==> src/rtl/i2s_dac_tx.sv <==
// I2S DAC transmitter: double-buffered stereo sample pair serialized MSB-first
// onto dacdat, framed by the codec's bclk/daclrc clocks sampled on mclk.
module i2s_dac_tx #(
  parameter int DATA_WIDTH = 16
) (
  input  logic                  mclk,
  input  logic                  rst,
  input  logic                  bclk,
  input  logic                  daclrc,
  input  logic [DATA_WIDTH-1:0] sample_l,
  input  logic [DATA_WIDTH-1:0] sample_r,
  input  logic                  sample_valid,
  output logic                  sample_ready,
  output logic                  dacdat,
  output logic                  underrun
);

  localparam int CW = $clog2(DATA_WIDTH + 1);

  logic                  bclk_d;
  logic                  lrc_d;
  logic                  bclk_fall;
  logic                  lrc_fall;
  logic                  lrc_rise;
  logic                  lrc_edge;
  logic                  accept;
  logic [DATA_WIDTH-1:0] hold_l;
  logic [DATA_WIDTH-1:0] hold_r;
  logic                  hold_full;
  logic [DATA_WIDTH-1:0] act_l;
  logic [DATA_WIDTH-1:0] act_r;
  logic [DATA_WIDTH-1:0] shift;
  logic [CW-1:0]         bit_cnt;
  logic                  load_pend;
  logic                  load_left;

  always_ff @(posedge mclk or negedge rst) begin
    if (!rst) begin
      bclk_d <= 1'b0;
      lrc_d  <= 1'b0;
    end else begin
      bclk_d <= bclk;
      lrc_d  <= daclrc;
    end
  end

  assign bclk_fall    = bclk_d & ~bclk;
  assign lrc_fall     = lrc_d & ~daclrc;
  assign lrc_rise     = ~lrc_d & daclrc;
  assign lrc_edge     = lrc_fall | lrc_rise;
  assign sample_ready = ~hold_full;
  // a pair offered on the frame-start cycle bypasses the holding buffer
  assign accept       = sample_valid & ~hold_full & ~lrc_fall;

  always_ff @(posedge mclk or negedge rst) begin
    if (!rst) begin
      hold_l    <= '0;
      hold_r    <= '0;
      hold_full <= 1'b0;
      act_l     <= '0;
      act_r     <= '0;
      underrun  <= 1'b0;
    end else begin
      underrun <= 1'b0;
      if (lrc_fall) begin
        if (hold_full) begin
          act_l     <= hold_l;
          act_r     <= hold_r;
          hold_full <= 1'b0;
        end else if (sample_valid) begin
          act_l <= sample_l;
          act_r <= sample_r;
        end else begin
          act_l    <= '0;
          act_r    <= '0;
          underrun <= 1'b1;
        end
      end else if (accept) begin
        hold_l    <= sample_l;
        hold_r    <= sample_r;
        hold_full <= 1'b1;
      end
    end
  end

  // The shift register loads one mclk after the lrc edge, once act_l/act_r
  // are settled; the next bclk fall is still several mclk away.
  always_ff @(posedge mclk or negedge rst) begin
    if (!rst) begin
      load_pend <= 1'b0;
      load_left <= 1'b0;
      shift     <= '0;
      bit_cnt   <= '0;
      dacdat    <= 1'b0;
    end else begin
      load_pend <= lrc_edge;
      if (lrc_edge) begin
        load_left <= lrc_fall;
      end
      if (load_pend) begin
        shift   <= load_left ? act_l : act_r;
        bit_cnt <= CW'(DATA_WIDTH);
      end else if (bclk_fall && !lrc_edge) begin
        if (bit_cnt != '0) begin
          dacdat  <= shift[DATA_WIDTH-1];
          shift   <= shift << 1;
          bit_cnt <= bit_cnt - CW'(1);
        end else begin
          dacdat <= 1'b0;
        end
      end
    end
  end

endmodule

==> config.mk <==
export PLATFORM = sky130hd
export DESIGN_NAME = i2s_dac_tx
export DESIGN_NICKNAME = d
export VERILOG_FILES = /design/src/rtl/i2s_dac_tx.sv
export SDC_FILE = /design/constraint.sdc
export NUM_CORES = 1
export LEC_CHECK = 0
export CORE_UTILIZATION = 50
export DETAILED_ROUTE_END_ITERATION = 10
export PLACE_DENSITY = 0.76
export SLEW_MARGIN = 30
export SYNTH_ARGS = -nofsm -noshare
export SYNTH_HDL_FRONTEND = slang
export SYNTH_SLANG_ARGS = --single-unit
export TNS_END_PERCENT = 1
==> constraint.sdc <==
create_clock -name mclk -period 5 [get_ports mclk]
set_input_delay 0.5 -clock mclk [delete_from_list [all_inputs] [get_ports mclk]]
set_output_delay 0.5 -clock mclk [all_outputs]
set_load 0.05 [all_outputs]
After elaboration in Yosys (flattened, before gate mapping):

Index checks and enable logic that the tools add are counted.

* $add $sub $neg: 1
* muxes and demuxes: 17
* bitwise logic cells: 12
* reductions and logical operators: 9

Operator list (number)
* $mux W16: 8
* $mux W5: 3
* $mux W1: 6
* $not A1 Y1: 6
* $reduce_and A2 Y1: 3
* $reduce_bool A2 Y1: 3
* $and A1 B1 Y1: 5
* $reduce_bool A5 Y1: 1
* $sub A5 B1 Y5 const B: 1
* $logic_and A1 B1 Y1: 1
* $logic_not A1 Y1: 1
* $or A1 B1 Y1: 1

* register bits after elaboration: 92
* bits of input ports: 37
* output and inout port bits: 3
* word-level logic and storage cells: 52

Depth between registers and ports, before layout:

Gate-level depths: netlist of run 1.

* depth after elaboration: 7
* mapped depth: 7
* depth with buffers taken out: 5

Least setup slack after synthesis of run 1:

No wires, ideal clock.

* kind: input -> register
* start point: in daclrc
* end point: reg bit_cnt[2]
* setup time: 78 ps
* data arrival time: 1661 ps
* required time: 4922 ps
* path slack: 3261 ps
* stages: 5
* path buffers: 0
* path through: inv_1 > ha_1 > nand3b_1 > or4_2 > a21oi_1

* cells in the longest elaborated chain, start to end: 7
* elaborated cells on any way between the ends: 8

RTL lines
* start, declared: RTL line 9 `input logic daclrc,`
* $not A1 Y1: RTL line 48 `assign lrc_fall = lrc_d & ~daclrc;`
* $and A1 B1 Y1: RTL line 48
* $or A1 B1 Y1 *: RTL line 50 `assign lrc_edge = lrc_fall | lrc_rise;`
* $logic_not A1 Y1 *: RTL line 103 `end else if (bclk_fall && !lrc_edge) begin`
* $logic_and A1 B1 Y1 *: RTL line 103
* $reduce_bool A2 Y1 (no source line) *
* $reduce_and A2 Y1 (no source line) *
* end signal, assigned: RTL line 102 `bit_cnt <= CW'(DATA_WIDTH);`
* end signal, assigned: RTL line 107 `bit_cnt <= bit_cnt - CW'(1);`
* end, declared: RTL line 33 `logic [CW-1:0] bit_cnt;`

Mark *: on every way between the ends. The rest lies on a longest branch, timed or not.
A chain may end at the register's enable or synchronous reset.

Final worst setup path of run 1:

Ends and elaborated chain as after synthesis.

==> impl_metrics.json, run 1 <==
{
  "clkSinkCount": 92,
  "place_congestion": 0.787,
  "clk_pin_slew_ns": 0.09,
  "hold_violations": 0,
  "async_flop_share": 1.00,
  "synth-seq-area-share": 0.570,
  "synthMostInstantiatedCell": "dfrtp_1",
  "vias": 2807,
  "port_buffers": 39,
  "grt_use_total": 0.206,
  "p_switching_uw": 544,
  "h-tree-depth": 3,
  "syn_nets": 391,
  "ant_nets": 0,
  "synth_top_cell_by_area": "dfrtp_1",
  "rsz0062_at_grt": "no",
  "avgRoutedWirePerCell_um": 16.0,
  "arrival_ns": 2.85,
  "drv_slew": 0,
  "clock_latency_ns": 0.36,
  "ys_ff_latch": 92,
  "grt_use_met2": 0.314,
  "relSlewSlack": 0.415,
  "vias_per_cell": 5.82,
  "cts_tree": "yes",
  "period_minus_slack_ns": 2.57,
  "final_util": 0.598,
  "ys.flop_type": "dfrtp_1",
  "p_clk_frac": 0.269,
  "synth.area.top_cells": "dfrtp_1 57%, mux2_2 9.2%, a22oi_1 8.6%, a21oi_1 4.3%, mux2i_1 3.7%",
  "setup_viol": 0,
  "cts_resized": 0,
  "finalSetupTns_ns": 0,
  "power.share.sequential": 0.534,
  "r2r-start": "hold_full",
  "drt-initial-drc-count": 211,
  "io_pins": 40,
  "p_leak_uw": 0.00188,
  "worst_clock_skew_ns": 0.0126,
  "yosysWarningCount": 0,
  "grt_busiest_layer": "met2",
  "multi_input_area_sq_mm": 0.00156,
  "fp-row-count": 32,
  "p_int_uw": 1330,
  "ys_top_cells_by_count": "92 x dfrtp_1, 46 x a22oi_1, 35 x a21oi_1, 34 x nor2_1, 33 x mux2_2",
  "cp_max_fo": 24,
  "layout_worst_path_cycle_share": 0.513,
  "grt_max_degree": 70,
  "reg2reg_depth": 5,
  "hold_path_class": "input pin to async pin",
  "tightestPinTransition_ns": 0.877,
  "grt_pass1_vias": 2796,
  "start_kind": "input pin",
  "grt_pass1_wl_um": 13500,
  "dp_hpwl_um": 4890,
  "nNetsFinal": 414,
  "post_cts_buffers": 0,
  "numCtsBuffers": 9,
  "combinationalPowerShare": 0.196,
  "ff2ff_setup_slack_ns": 2.51,
  "die_height_um": 91.9,
  "power.density_mw_per_mm2": 403,
  "syn2layout_area_growth_pct": 15.0,
  "grt.overflow.total": 0,
  "clock_path_buffers": 2,
  "swShare": 0.291,
  "synth_top_area_share": 0.570,
  "cts_root_buffer": "clkbuf_8",
  "syn_inst": 352,
  "die_x_um": 91.9,
  "fin_total_pwr_uw": 1870,
  "regArea_sq_mm": 0.00230,
  "fmax_mhz": 390,
  "initial_utilization": 0.520,
  "layout-drive-gt1-share": 0.166,
  "drt_pass1_iterations": 4,
  "timing_worst_setup_path_type": "input pin to flip-flop",
  "die-area_sq_mm": 0.00844,
  "synthesis.area_sq_mm": 0.00404,
  "wl_um": 7700,
  "use_met3": 0.0531,
  "use_met1": 0.296,
  "crit_path_start": "daclrc",
  "core-area_sq_mm": 0.00777,
  "status": "complete, no violations",
  "r2r-end": "hold_l[9]",
  "synth-edff-count": 0,
  "synth.avg_cell_area_sq_um": 11.5,
  "antennaDiodeCount": 0,
  "synth_cell_types": 35,
  "fillCellCount": 651,
  "peakVddDrop_v": 0.000289,
  "cp.required_ns": 5.28,
  "grt_antenna_before_repair": 0,
  "crit_path_end_kind": "flip-flop",
  "drv_cap": 0,
  "ctsHoldBuffers": 0,
  "drc_errors": 0
}
==> worst max-delay path by stage <==
stage / cells after the start / slack (ns) / to
2_1_floorplan: 5 / 3.26 / bit_cnt[2]
3_3_place_gp: 6 / 2.13 / bit_cnt[2]
3_5_place_dp: 6 / 2.11 / bit_cnt[2]
4_1_cts: 2 / 2.46 / sample_ready
5_1_grt: 6 / 2.34 / bit_cnt[2]
6_report: 6 / 2.43 / bit_cnt[2]
==> cell type report <==
class	instances	area share
multi-input cells	222	0.337
inverters	6	0.00485
clock buffers	10	0.0275
well taps	102	0.0275
flip-flops and latches	92	0.496
repair buffers	44	0.0916
clock inverters	6	0.0156
==> per-layer routing <==
| metal | part of all wire | wire length (um) |
|---|---|---|
| met1 | 0.46 | 3570 |
| met2 | 0.49 | 3750 |
| met3 | 0.037 | 285 |
| met4 | 0.011 | 87 |
| met5 | 0 | 0 |
==> power by group through the flow <==
stage / Combinational [uW] / Clock [uW] / Sequential [uW]
finish: 367 / 504 / 999
global route: 410 / 549 / 1020
CTS: 370 / 519 / 1000
detailed placement: 368 / 0 / 1010
global placement: 355 / 0 / 1010
floorplan: 275 / 0 / 980
==> registers in the layout (all words and copies together) (netlist names) <==
name       count
act_l         16
act_r         16
hold_l        16
hold_r        16
shift         16
bit_cnt        5
bclk_d         1
dacdat         1
hold_full      1
load_left      1
load_pend      1
lrc_d          1
underrun       1
==> cells by family after synthesis <==
logic type	after synthesis	synth area share
flip-flops	92	0.570
multiplexers	49	0.132
adder cells (fa/ha/maj)	2	0.00619
AND/OR/NAND/NOR	50	0.0582
buffers and inverters	38	0.0455
AO/OA/AOI/OAI	121	0.188
==> layout by cell type, fill, tap and decap left out, drive strengths merged <==
master / count
dfrtp: 92
nor2: 34
nand2: 3
a21oi: 35
and3b: 1
a311oi: 1
clkdlybuf4s50: 38
ha: 2
bufinv: 1
nand3: 2
clkinv: 1
nand3b: 1
a31oi: 16
mux2i: 15
o21ai: 20
buf: 6
or4: 2
clkinvlp: 1
mux2: 34
and2: 1
nand2b: 1
o41ai: 1
a22oi: 46
inv: 9
nor2b: 2
or3: 1
o31ai: 2
or4b: 1
nor4b: 1
clkbuf: 10
==> through the flow <==
step / worst slack (ns) / cells / instance area, sq um / hold WS [ns]
after floorplan: 3.26 / 352 / 4040 / 0.204
after global placement: 2.13 / 466 / 4440 / 0.418
after detailed placement: 2.11 / 466 / 4440 / 0.417
after CTS: 2.46 / 482 / 4640 / 0.0248
after global routing: 2.34 / 482 / 4640 / 0.0377
final: 2.43 / 482 / 4640 / 0.0263
==> critical path, stage by stage <==
cell and delay (ns):
clkdlybuf4s50_1 0.49, inv_1 0.05, ha_2 0.34, nand3b_1 0.54
or4_2 0.76, a21oi_1 0.16
Note: power is estimated with default switching activity, not from simulation.
==> run 2, diff against run 1 <==
- PLACE_DENSITY: 0.76 -> 0.79
- clock period: 5 -> 2.3 ns (I/O delays scaled with it)
==> run 2 against run 1 <==
Net effect:
- clock skew down 0.0016 ns
- sequential share of layout area down 0.87 points
- final area up 1.7%
- clock-buffer cell count up 1
- total power up 110%
- critical path depth down 1
- wire length up 1.9%
- flip-flop and latch count unchanged
- final cell count up 1.5%
- largest cell class unchanged
- largest power group unchanged
==> impl_metrics.json, run 2 (synthesis gave the netlist of run 1 again) <==
{
  "status": "complete, no violations",
  "path_cells": "inv_1 > ha_1 > or4b_1 > a31oi_1 > a22oi_1",
  "syn2layout_area_growth_pct": 16.9,
  "vias_per_cell": 5.81,
  "crit_family": "simple AND/OR/NAND/NOR gates",
  "port_buffers": 39,
  "cts_tree": "yes",
  "numCtsBuffers": 9,
  "avgRoutedWirePerCell_um": 16.0,
  "arrival_ns": 2.18,
  "layout-drive-gt1-share": 0.176,
  "grt_max_degree": 93,
  "die-area_sq_mm": 0.00844,
  "rsz0062_at_grt": "no",
  "cts_root_buffer": "clkbuf_8",
  "critical_path.max_stage_delay_ns": 0.78,
  "reg2reg_depth": 5,
  "initial_utilization": 0.520,
  "crit_path_top_delay_cell": "or4b_1",
  "regArea_sq_mm": 0.00230,
  "power.density_mw_per_mm2": 846,
  "swShare": 0.290,
  "p_leak_uw": 0.00191,
  "fillCellCount": 638,
  "p_int_uw": 2840,
  "place_congestion": 0.739,
  "fmax_mhz": 508,
  "clock_path_buffers": 2,
  "nNetsFinal": 421,
  "cp_max_fo": 19,
  "core-area_sq_mm": 0.00777,
  "final_cell_mix": "92 x dfrtp_1, 46 x a22oi_1, 38 x clkdlybuf4s50_1, 35 x a21oi_1, 34 x nor2_1",
  "setup_viol": 0,
  "hold-path-cell-count": 1,
  "post_cts_buffers": 0,
  "die_x_um": 91.9,
  "hold_violations": 0,
  "h-tree-depth": 3,
  "drt_pass1_iterations": 5,
  "tightestPinTransition_ns": 0.656,
  "grt_antenna_before_repair": 0,
  "drt-initial-drc-count": 285,
  "crit_path_end_kind": "flip-flop",
  "vias": 2840,
  "fin_total_pwr_uw": 4000,
  "power.share.sequential": 0.538,
  "cp.required_ns": 2.52,
  "grt_use_total": 0.204,
  "finalSetupTns_ns": 0,
  "drv_cap": 0,
  "clkSinkCount": 92,
  "antennaDiodeCount": 0,
  "clk_pin_slew_ns": 0.09,
  "dp_hpwl_um": 4860,
  "critical_path_depth": 5,
  "grt_pass1_vias": 2760,
  "die_height_um": 91.9,
  "io_pins": 40,
  "path_buf_inv": 1,
  "combinationalPowerShare": 0.209,
  "hold_path_class": "input pin to flip-flop",
  "start_kind": "flip-flop",
  "drc_errors": 0,
  "p_switching_uw": 1160,
  "wl_um": 7850,
  "relSlewSlack": 0.562,
  "period_minus_slack_ns": 1.97,
  "drv_slew": 0,
  "clock_latency_ns": 0.35,
  "ant_nets": 0,
  "grt.overflow.total": 0,
  "layout_worst_path_cycle_share": 0.855,
  "layout_commonest_cell": "dfrtp_1",
  "timing_worst_setup_path_type": "flip-flop to flip-flop",
  "worst_clock_skew_ns": 0.0109,
  "grt_pass1_wl_um": 13500,
  "peakVddDrop_v": 0.000545,
  "fp-row-count": 32,
  "p_clk_frac": 0.253,
  "multi_input_area_sq_mm": 0.00156
}
-- run 2: cell types whose count changed in the layout (fill, tap and decap cells not counted), sizes merged --
cell | previous run | this run
dlygate4sd3 | 0 | 1
bufinv | 1 | 0
clkbuf | 10 | 11
clkinvlp | 1 | 3
clkinv | 1 | 2
buf | 6 | 12
inv | 9 | 6
-- run 2: layer usage --
metal,share of wire,global-route usage,routed length [um],vias to the layer above
met5,0,0,0,-
met4,0.014,0.0768,106,0
met3,0.044,0.0381,342,11
met2,0.49,0.315,3830,77
met1,0.45,0.287,3560,1401
li1,-,-,-,1351
-- run 2: worst paths after layout --
| path | from | end | slack, ns |
|---|---|---|---|
| max in group asynchronous | rst | act_r[13] | 1.48 |
| min | daclrc | lrc_d | 0.35 |
| min in group asynchronous | rst | hold_r[9] | 0.46 |
| max | bit_cnt[0] | shift[15] | 0.33 |
| min reg2reg | hold_r[8] | hold_r[8] | 0.50 |
| max reg2reg | bit_cnt[0] | shift[15] | 0.33 |
-- run 2: layout make-up --
type                            count  share of cell area
Clock buffer                       11              0.0321
Clock inverter                      5             0.00768
Inverter                            6             0.00477
Tap cell                          102              0.0270
Sequential cell                    92               0.488
Multi-Input combinational cell    222               0.331
Timing Repair Buffer               51               0.110
-- run 2: repair_timing --
action                    4_1_cts  5_1_grt
hold endpoints to repair       92        0
hold buffers                    1        0
resized for setup               0        0
-- run 2: worst reg2reg max path, stage by stage (launching register included) --
cell	delay [ns]
dfrtp_1	0.39
inv_1	0.08
ha_1	0.18
or4b_1	0.78
a31oi_1	0.30
a22oi_1	0.11
-- run 2: metrics by stage --
| stage | instances | worst slack, ns | util | cell area (sq um) | hold slack, ns |
|---|---|---|---|---|---|
| global placement | 472 | 0.292 | 0.582 | 4520 | 0.313 |
| CTS | 489 | 0.358 | 0.608 | 4720 | 0.335 |
| detailed placement | 472 | 0.262 | 0.582 | 4520 | 0.320 |
| floorplan | 352 | 0.619 | - | 4040 | -0.0656 |
| finish | 489 | 0.333 | 0.608 | 4720 | 0.349 |
| global route | 489 | 0.147 | 0.608 | 4720 | 0.317 |
-- run 2: power by group through the flow --
stage	clock network, uW	registers (uW)	logic (uW)
after global placement	0	2160	805
final	1010	2150	836
after floorplan	0	2130	598
after global routing	1110	2190	935
after CTS	1030	2150	842
after detailed placement	0	2180	833
